## config.mk

```make
export PLATFORM = sky130hd
export DESIGN_NAME = period_meter
export DESIGN_NICKNAME = d
export VERILOG_FILES = /design/src/rtl/period_meter.sv
export SDC_FILE = /design/constraint.sdc
export NUM_CORES = 1
export LEC_CHECK = 0
export CAP_MARGIN = 25
export CORE_ASPECT_RATIO = 1.25
export CORE_MARGIN = 2
export CORE_UTILIZATION = 30
export CTS_CLUSTER_SIZE = 25
export DETAILED_ROUTE_END_ITERATION = 8
export PLACE_DENSITY_LB_ADDON = 0.15
export SETUP_SLACK_MARGIN = 0.05
export SYNTH_ARGS = -nofsm -noshare
export SYNTH_HDL_FRONTEND = slang
export SYNTH_SLANG_ARGS = --single-unit
```

## constraint.sdc

```tcl
create_clock -name CLK_in -period 2.4 [get_ports CLK_in]
set_input_delay 0.48 -clock CLK_in [delete_from_list [all_inputs] [get_ports CLK_in]]
set_output_delay 0.48 -clock CLK_in [all_outputs]
set_load 0.02 [all_outputs]
```

## src/rtl/period_meter.sv

```systemverilog
// Measures the period and high time of a slow, possibly asynchronous signal in
// system-clock cycles. Supports one-shot and continuous measurement.
module period_meter #(
  parameter int W           = 16,
  parameter int SYNC_STAGES = 2
) (
  input  logic         CLK_in,
  input  logic         RST,
  input  logic         SIG_in,
  input  logic         START,
  input  logic         CONT,
  output logic [W-1:0] PERIOD,
  output logic [W-1:0] HIGH_TIME,
  output logic         VALID,
  output logic         BUSY,
  output logic         OVF
);

  typedef enum logic [1:0] {IDLE, ARM, MEAS} state_t;

  localparam logic [W-1:0] ONE   = {{(W-1){1'b0}}, 1'b1};
  localparam logic [W-1:0] MAX   = {W{1'b1}};
  localparam logic [W-1:0] LIMIT = {{(W-1){1'b1}}, 1'b0};

  state_t                 state_q, state_d;
  logic [W-1:0]           cnt_q, cnt_d;
  logic [W-1:0]           shadow_q, shadow_d;
  logic                   hseen_q, hseen_d;
  logic [W-1:0]           period_q, period_d;
  logic [W-1:0]           high_q, high_d;
  logic                   ovf_q, ovf_d;
  logic                   valid_q, valid_d;
  logic                   busy_q, busy_d;
  logic [SYNC_STAGES-1:0] sync_q, sync_d;
  logic                   d_q, d_d;
  logic [SYNC_STAGES:0]   warm_q, warm_d;

  logic s_last;
  logic rise;
  logic fall;
  logic warm;
  logic [W-1:0] cnt_inc;

  assign s_last  = sync_q[SYNC_STAGES-1];
  assign rise    = s_last & ~d_q;
  assign fall    = ~s_last & d_q;
  // START stays blocked until the synchronizer and edge flop hold real samples.
  assign warm    = warm_q[SYNC_STAGES];
  assign cnt_inc = cnt_q + ONE;

  always_comb begin
    state_d  = state_q;
    cnt_d    = cnt_q;
    shadow_d = shadow_q;
    hseen_d  = hseen_q;
    period_d = period_q;
    high_d   = high_q;
    ovf_d    = ovf_q;
    valid_d  = 1'b0;
    sync_d   = {sync_q[SYNC_STAGES-2:0], SIG_in};
    d_d      = s_last;
    warm_d   = {warm_q[SYNC_STAGES-1:0], 1'b1};

    case (state_q)
      IDLE: begin
        cnt_d = '0;
        if (START && warm) state_d = ARM;
      end
      ARM: begin
        if (rise) begin
          cnt_d   = '0;
          hseen_d = 1'b0;
          state_d = MEAS;
        end else if (cnt_q == LIMIT) begin
          period_d = '0;
          high_d   = '0;
          ovf_d    = 1'b1;
          valid_d  = 1'b1;
          state_d  = IDLE;
        end else begin
          cnt_d = cnt_inc;
        end
      end
      MEAS: begin
        cnt_d = cnt_inc;
        if (fall) begin
          shadow_d = cnt_inc;
          hseen_d  = 1'b1;
        end
        if (rise) begin
          period_d = cnt_inc;
          high_d   = shadow_q;
          ovf_d    = 1'b0;
          valid_d  = 1'b1;
          // The closing edge doubles as the opening edge of the next period.
          if (CONT) begin
            cnt_d   = '0;
            hseen_d = 1'b0;
          end else begin
            state_d = IDLE;
          end
        end else if (cnt_q == LIMIT) begin
          period_d = MAX;
          if (fall)         high_d = cnt_inc;
          else if (hseen_q) high_d = shadow_q;
          else              high_d = MAX;
          ovf_d    = 1'b1;
          valid_d  = 1'b1;
          state_d  = IDLE;
        end
      end
      default: state_d = IDLE;
    endcase

    busy_d = (state_d != IDLE);
  end

  always_ff @(posedge CLK_in or posedge RST) begin
    if (RST) begin
      state_q  <= IDLE;
      cnt_q    <= '0;
      shadow_q <= '0;
      hseen_q  <= 1'b0;
      period_q <= '0;
      high_q   <= '0;
      ovf_q    <= 1'b0;
      valid_q  <= 1'b0;
      busy_q   <= 1'b0;
      sync_q   <= '0;
      d_q      <= 1'b0;
      warm_q   <= '0;
    end else begin
      state_q  <= state_d;
      cnt_q    <= cnt_d;
      shadow_q <= shadow_d;
      hseen_q  <= hseen_d;
      period_q <= period_d;
      high_q   <= high_d;
      ovf_q    <= ovf_d;
      valid_q  <= valid_d;
      busy_q   <= busy_d;
      sync_q   <= sync_d;
      d_q      <= d_d;
      warm_q   <= warm_d;
    end
  end

  assign PERIOD    = period_q;
  assign HIGH_TIME = high_q;
  assign VALID     = valid_q;
  assign BUSY      = busy_q;
  assign OVF       = ovf_q;

endmodule

```

Word level (Yosys, flattened, before mapping)
Cells that the tools add are included.
{"block": "totals", "ff_bits": 76, "wordCells": 69, "inputBits": 5}
{"block": "op_classes", "bitwise_logic": 4, "muxes": 34, "n_eq_ne": 8, "n_addsub": 1, "reduce_logical": 10}
{"cell": "$mux 16", "n": 12}
{"cell": "$pmux 16 s2", "n": 2}
{"cell": "$pmux 16 s3", "n": 1}
{"cell": "$add 16x1->16 const B", "n": 1}
{"cell": "$eq 16x16->1 const B", "n": 1}
{"cell": "$mux 1", "n": 10}
{"cell": "$mux 2", "n": 5}
{"cell": "$reduce_and 2->1", "n": 4}
{"cell": "$ne 2x2->1 const B", "n": 3}
{"cell": "$ne 3x3->1 const B", "n": 2}
{"cell": "$pmux 1 s2", "n": 3}
{"cell": "$pmux 2 s3", "n": 1}
{"cell": "$reduce_and 4->1", "n": 1}
{"cell": "$reduce_bool 2->1", "n": 2}
{"cell": "$reduce_bool 3->1", "n": 1}
{"cell": "$and 1x1->1", "n": 2}
{"cell": "$eq 2x1->1 const B", "n": 1}
{"cell": "$eq 2x2->1 const B", "n": 1}
{"cell": "$logic_not 2->1", "n": 1}
{"cell": "$not 1->1", "n": 2}
{"cell": "$logic_and 1x1->1", "n": 1}

Longest topological paths before layout
{"block": "depth", "word_depth": 6, "ltp_mapped": 8}

Least setup slack after synthesis
No wires, ideal clock.
{"block": "synth_path", "path_type": "flip-flop to flip-flop", "startpoint": "reg cnt_q[0]", "endpoint": "reg cnt_q[7]", "path_buffers": 1, "arrival_time_ns": 1.851, "setup_slack_ns": 0.428, "t_required_ns": 2.279, "period_less_slack_ns": 1.972, "setup_time_ns": 0.121, "path_stages_with_launch": 9, "path_cell_list": "dfrtp_1 inv_1 ha_1 nand4_1 nor4_4 a21o_1 nor2_1 buf_2 a22o_1"}
{"block": "synth_via", "elab_chain_cells": 4, "elab_cells_between_ends": 9, "cone_classes": "add/sub (1); eq/ne (2); mux (5); reduce/logical (1)"}
{"element": "start: declaration", "line_no": "26", "rtl": "logic [W-1:0] cnt_q, cnt_d;"}
{"element": "start signal: assignment", "line_no": "134", "rtl": "cnt_q <= cnt_d;"}
{"element": "$add 16x1->16", "line_no": "49", "rtl": "assign cnt_inc = cnt_q + ONE;"}
{"element": "$mux 16, on equally long branches", "line_no": "96, 74"}
{"element": "$mux 16, on equally long branches", "line_no": "90, 70"}
{"element": "$pmux 16 s3", "line_no": "64", "rtl": "case (state_q)"}
Several ways; a longest one is shown, not always the timed one. The select of a mux whose other input is x is not followed.
A chain may end at the register's enable or synchronous reset.

Final worst setup path
{"block": "layout_path", "startpoint": "reg cnt_q[8]", "endpoint": "reg high_q[7] (netlist: HIGH_TIME[7])"}
{"block": "layout_via", "elab_chain_cells": 3, "elab_cells_between_ends": 4, "cone_classes": "eq/ne (3); reduce/logical (1)"}
{"element": "$eq 16x16->1 (*)", "line_no": "74, 102"}
{"element": "$ne 3x3->1 (no source line) / $ne 2x2->1 (equally long branches)"}
{"element": "$reduce_and 4->1 (no source line) (*)"}
{"element": "end signal: assignment", "line_no": "138", "rtl": "high_q <= high_d;"}
{"element": "end: declaration", "line_no": "30", "rtl": "logic [W-1:0] high_q, high_d;"}
Mark *: on every way between the ends. The rest lies on a longest branch, timed or not.

==> impl_metrics.env <==
export IMPL_outcome="finished, final reports clean"
export IMPL_critical_path_peak_fanout=23
export IMPL_clock_tree_from_tritoncts="built"
export IMPL_fin_setup_tns_ps=0
export IMPL_globalRoute_totalOverflow=0
export IMPL_grt_pass1_vias=2731
export IMPL_yosys_top_cells_count="76 x sky130_fd_sc_hd__dfrtp_1, 61 x sky130_fd_sc_hd__nand2_1, 41 x sky130_fd_sc_hd__o21ai_0, 22 x sky130_fd_sc_hd__a22o_1, 21 x sky130_fd_sc_hd__nor2_1"
export IMPL_rr_startpoint="cnt_q[8]$_DFFE_PP0P_"
export IMPL_power_frac_seq_pct=37.5
export IMPL_1st_iter_drt_viols=152
export IMPL_ys_ff_latch=76
export IMPL_path_class="register to register"
export IMPL_cp_arrival_ps=2440
export IMPL_layout_drive_gt1_share_pct=10.7
export IMPL_netlist_top_cells_area="sky130_fd_sc_hd__dfrtp_1 54%, sky130_fd_sc_hd__nand2_1 6.4%, sky130_fd_sc_hd__o21ai_0 5.8%, sky130_fd_sc_hd__a22o_1 5.4%, sky130_fd_sc_hd__nor2_1 2.2%"
export IMPL_post_synth_edffs=0
export IMPL_grt_pass1_wl_mm=14.7
export IMPL_share_comb_of_total_power_pct=30.2
export IMPL_postSynthAreaPerCell_um2=9.84
export IMPL_ff2ff_path_depth=6
export IMPL_number_of_antenna_cells_inserted=0
export IMPL_yosys_cell_count_top_type="sky130_fd_sc_hd__dfrtp_1"
export IMPL_io_buffers=39
export IMPL_clock_power_share_pct=32.3
export IMPL_route_antenna_remaining_nets=0
export IMPL_htree_levels=3
export IMPL_switchingPower_uw=1420
export IMPL_finalClockSkew_ps=5.62
export IMPL_finalCritPeriodShare_pct=90.5
export IMPL_vias_post_dr=2778
export IMPL_internal_dissipation_uw=3050
export IMPL_syn_inst=361
export IMPL_period_minus_slack_ps=2170
export IMPL_die_area_um2=12700
export IMPL_detail_route_first_pass_iterations=4
export IMPL_holdBufCountCts=0
export IMPL_timing_hold_violations_final=0
export IMPL_hold_path_depth=0
export IMPL_synth_sequential_area_ratio_pct=53.5
export IMPL_numPlacedInstances=532
export IMPL_clock_root_buffer="sky130_fd_sc_hd__clkbuf_16"
export IMPL_std_cell_rows=44
export IMPL_grt_max_degree=33
export IMPL_finalNetCount=416
export IMPL_worstMarginPinSlew_ps=559
export IMPL_synth_top_flop_cell="sky130_fd_sc_hd__dfrtp_1"
export IMPL_switching_share_pct=31.7
export IMPL_rsz0062_at_grt="yes"
export IMPL_synth_largest_area_cell="sky130_fd_sc_hd__dfrtp_1"
export IMPL_width_of_the_die_um=101
export IMPL_max_cap_violations=0
export IMPL_irDropWorstVdd_v=0.000415
export IMPL_final_max_slew_violation_count=0
export IMPL_reg2reg_slack_ps=230
export IMPL_cts_clk_slew_worst_paths_ps=60
export IMPL_timing_critical_path_from="cnt_q[8]$_DFFE_PP0P_"
export IMPL_crit_path_start_kind="register"
export IMPL_p_leak_uw=0.00200
export IMPL_clock_fmax_ghz=0.460
export IMPL_wire_per_inst_um=15.8
export IMPL_insertion_delay_ps=330
export IMPL_timing_critical_path_required_ps=2670
export IMPL_setup_violations_final=0
export IMPL_finalNonFillerCells=548
export IMPL_drt_total_wl_mm=8.68
export IMPL_post_cts_resized_instances=0
export IMPL_synth_net_count=372
export IMPL_synth_top_cell_area_share_pct=53.5
export IMPL_globalplace_congestion=0.824
export IMPL_io_pins=40
export IMPL_maxSlewHeadroom_pct=62.7
export IMPL_gr_usage_all_layers_pct=14.8
export IMPL_setup_worst_path_end="HIGH_TIME[7]$_DFFE_PP0P_"
export IMPL_count_of_unique_library_cells_instantiated_by_yosys=42
export IMPL_cellPowerDensity_nw_per_um2=995
export IMPL_synth_warning_count=0
export IMPL_area_growth_syn_to_layout_pct=26.5
export IMPL_post_cts_setup_buffers=0
export IMPL_floorplan_die_height_um=126
export IMPL_core_area_um2=11600
export IMPL_initial_core_utilization_pct=30.7
export IMPL_cts_inserted_buffers=9
export IMPL_place_hpwl_mm=6.08
export IMPL_critPathCaptureType="register"
export IMPL_postSynth_asyncResetShare_pct=100
export IMPL_r2r_end="HIGH_TIME[7]$_DFFE_PP0P_"
export IMPL_ctsLongestPathBuffers=2
export IMPL_initial_antenna_violation_count=0
export IMPL_cts_sinks=76
export IMPL_detail_route_drc_violations=0
export IMPL_route_detailed_vias_per_inst=5.07
export IMPL_synthesis_area_um2=3550
export IMPL_worst_hold_path_class="register to register"
metal layers:
metal	vias up	track usage (%)	wire, um
li1	1369	-	-
met1	1362	20.6	4200
met2	41	23.1	4130
met3	6	2.83	244
met4	0	5.17	97
met5	-	0	0
sequential cells by signal (all words and copies together) (netlist names):
register,flops
HIGH_TIME,16
PERIOD,16
cnt_q,16
shadow_q,16
warm_q,3
state_q,2
sync_q,2
BUSY,1
OVF,1
VALID,1
d_q,1
hseen_q,1
worst min path at each step:
stage,startpoint,end
2_1_floorplan,sync_q[0]$_DFF_PP0_,sync_q[1]$_DFF_PP0_
3_3_place_gp,warm_q[1]$_DFF_PP0_,warm_q[2]$_DFF_PP0_
5_1_grt,sync_q[0]$_DFF_PP0_,sync_q[1]$_DFF_PP0_
6_report,sync_q[0]$_DFF_PP0_,sync_q[1]$_DFF_PP0_
3_5_place_dp,sync_q[0]$_DFF_PP0_,sync_q[1]$_DFF_PP0_
4_1_cts,sync_q[0]$_DFF_PP0_,sync_q[1]$_DFF_PP0_
metrics by stage:
stage / utilization (%) / hold WS (ps) / setup slack [ps] / cell area, um^2 / power (uW)
floorplan: - / 331 / 428 / 3560 / 2460
global placement: 36.0 / 332 / 147 / 4170 / 3050
detailed placement: 36.0 / 336 / 165 / 4170 / 3060
CTS: 38.8 / 348 / 169 / 4490 / 4530
global route: 38.9 / 354 / 16.2 / 4490 / 4740
finish: 38.9 / 347 / 228 / 4490 / 4470
cells in the final DEF (no fill, tap or decap), drive strengths merged, types with 4 or more instances in the layout:
cell,netlist,routed
a21o,4,4
a21oi,9,9
a22o,22,22
buf,9,15
clkbuf,12,10
clkdlybuf4s50,0,39
dfrtp,76,76
ha,6,6
inv,8,7
nand2,61,61
nand3,9,9
nand4,6,6
nor2,21,21
nor2b,6,6
nor3,4,4
nor4,5,5
o21ai,52,52
o31ai,5,5
xnor2,9,9
xor2,6,6
final cells by class:
cell class              instances  area (um^2)
flip-flops and latches         76         1900
inverters                       8         33.8
repair buffers                 54          528
clock buffers                  10          229
fillers                      1159         7070
multi-input cells             256         1540
clock inverters                 6         88.8
well taps                     138          173
logic make-up (layout without fill, tap and decap cells):
group	Yosys count	count (layout)	synth area share (%)
multiplexers	2	2	0.634
XOR/XNOR	15	15	3.70
adder cells (fa/ha/maj)	6	6	2.11
AND/OR/NAND/NOR	121	121	16.1
buffers and inverters	29	78	3.35
AO/OA/AOI/OAI	111	111	20.5
other	1	1	0.106
flip-flops	76	76	53.5
critical path, stage by stage (launching register included):
cell                       delay (ps)
sky130_fd_sc_hd__dfrtp_1          490
sky130_fd_sc_hd__nand4_1          320
sky130_fd_sc_hd__nor4_4           500
sky130_fd_sc_hd__o211ai_2         130
sky130_fd_sc_hd__buf_4            240
sky130_fd_sc_hd__a211oi_1         310
sky130_fd_sc_hd__a21o_1           120
power groups by stage:
| stage | combinational, uW | clock [uW] | sequential, uW |
|---|---|---|---|
| 2_1_floorplan | 530 | 0 | 1930 |
| 3_3_place_gp | 1350 | 0 | 1700 |
| 3_5_place_dp | 1350 | 0 | 1710 |
| 4_1_cts | 1370 | 1480 | 1680 |
| 5_1_grt | 1480 | 1540 | 1720 |
| 6_report | 1350 | 1440 | 1680 |
No activity file was read; power rests on OpenSTA's default activity.
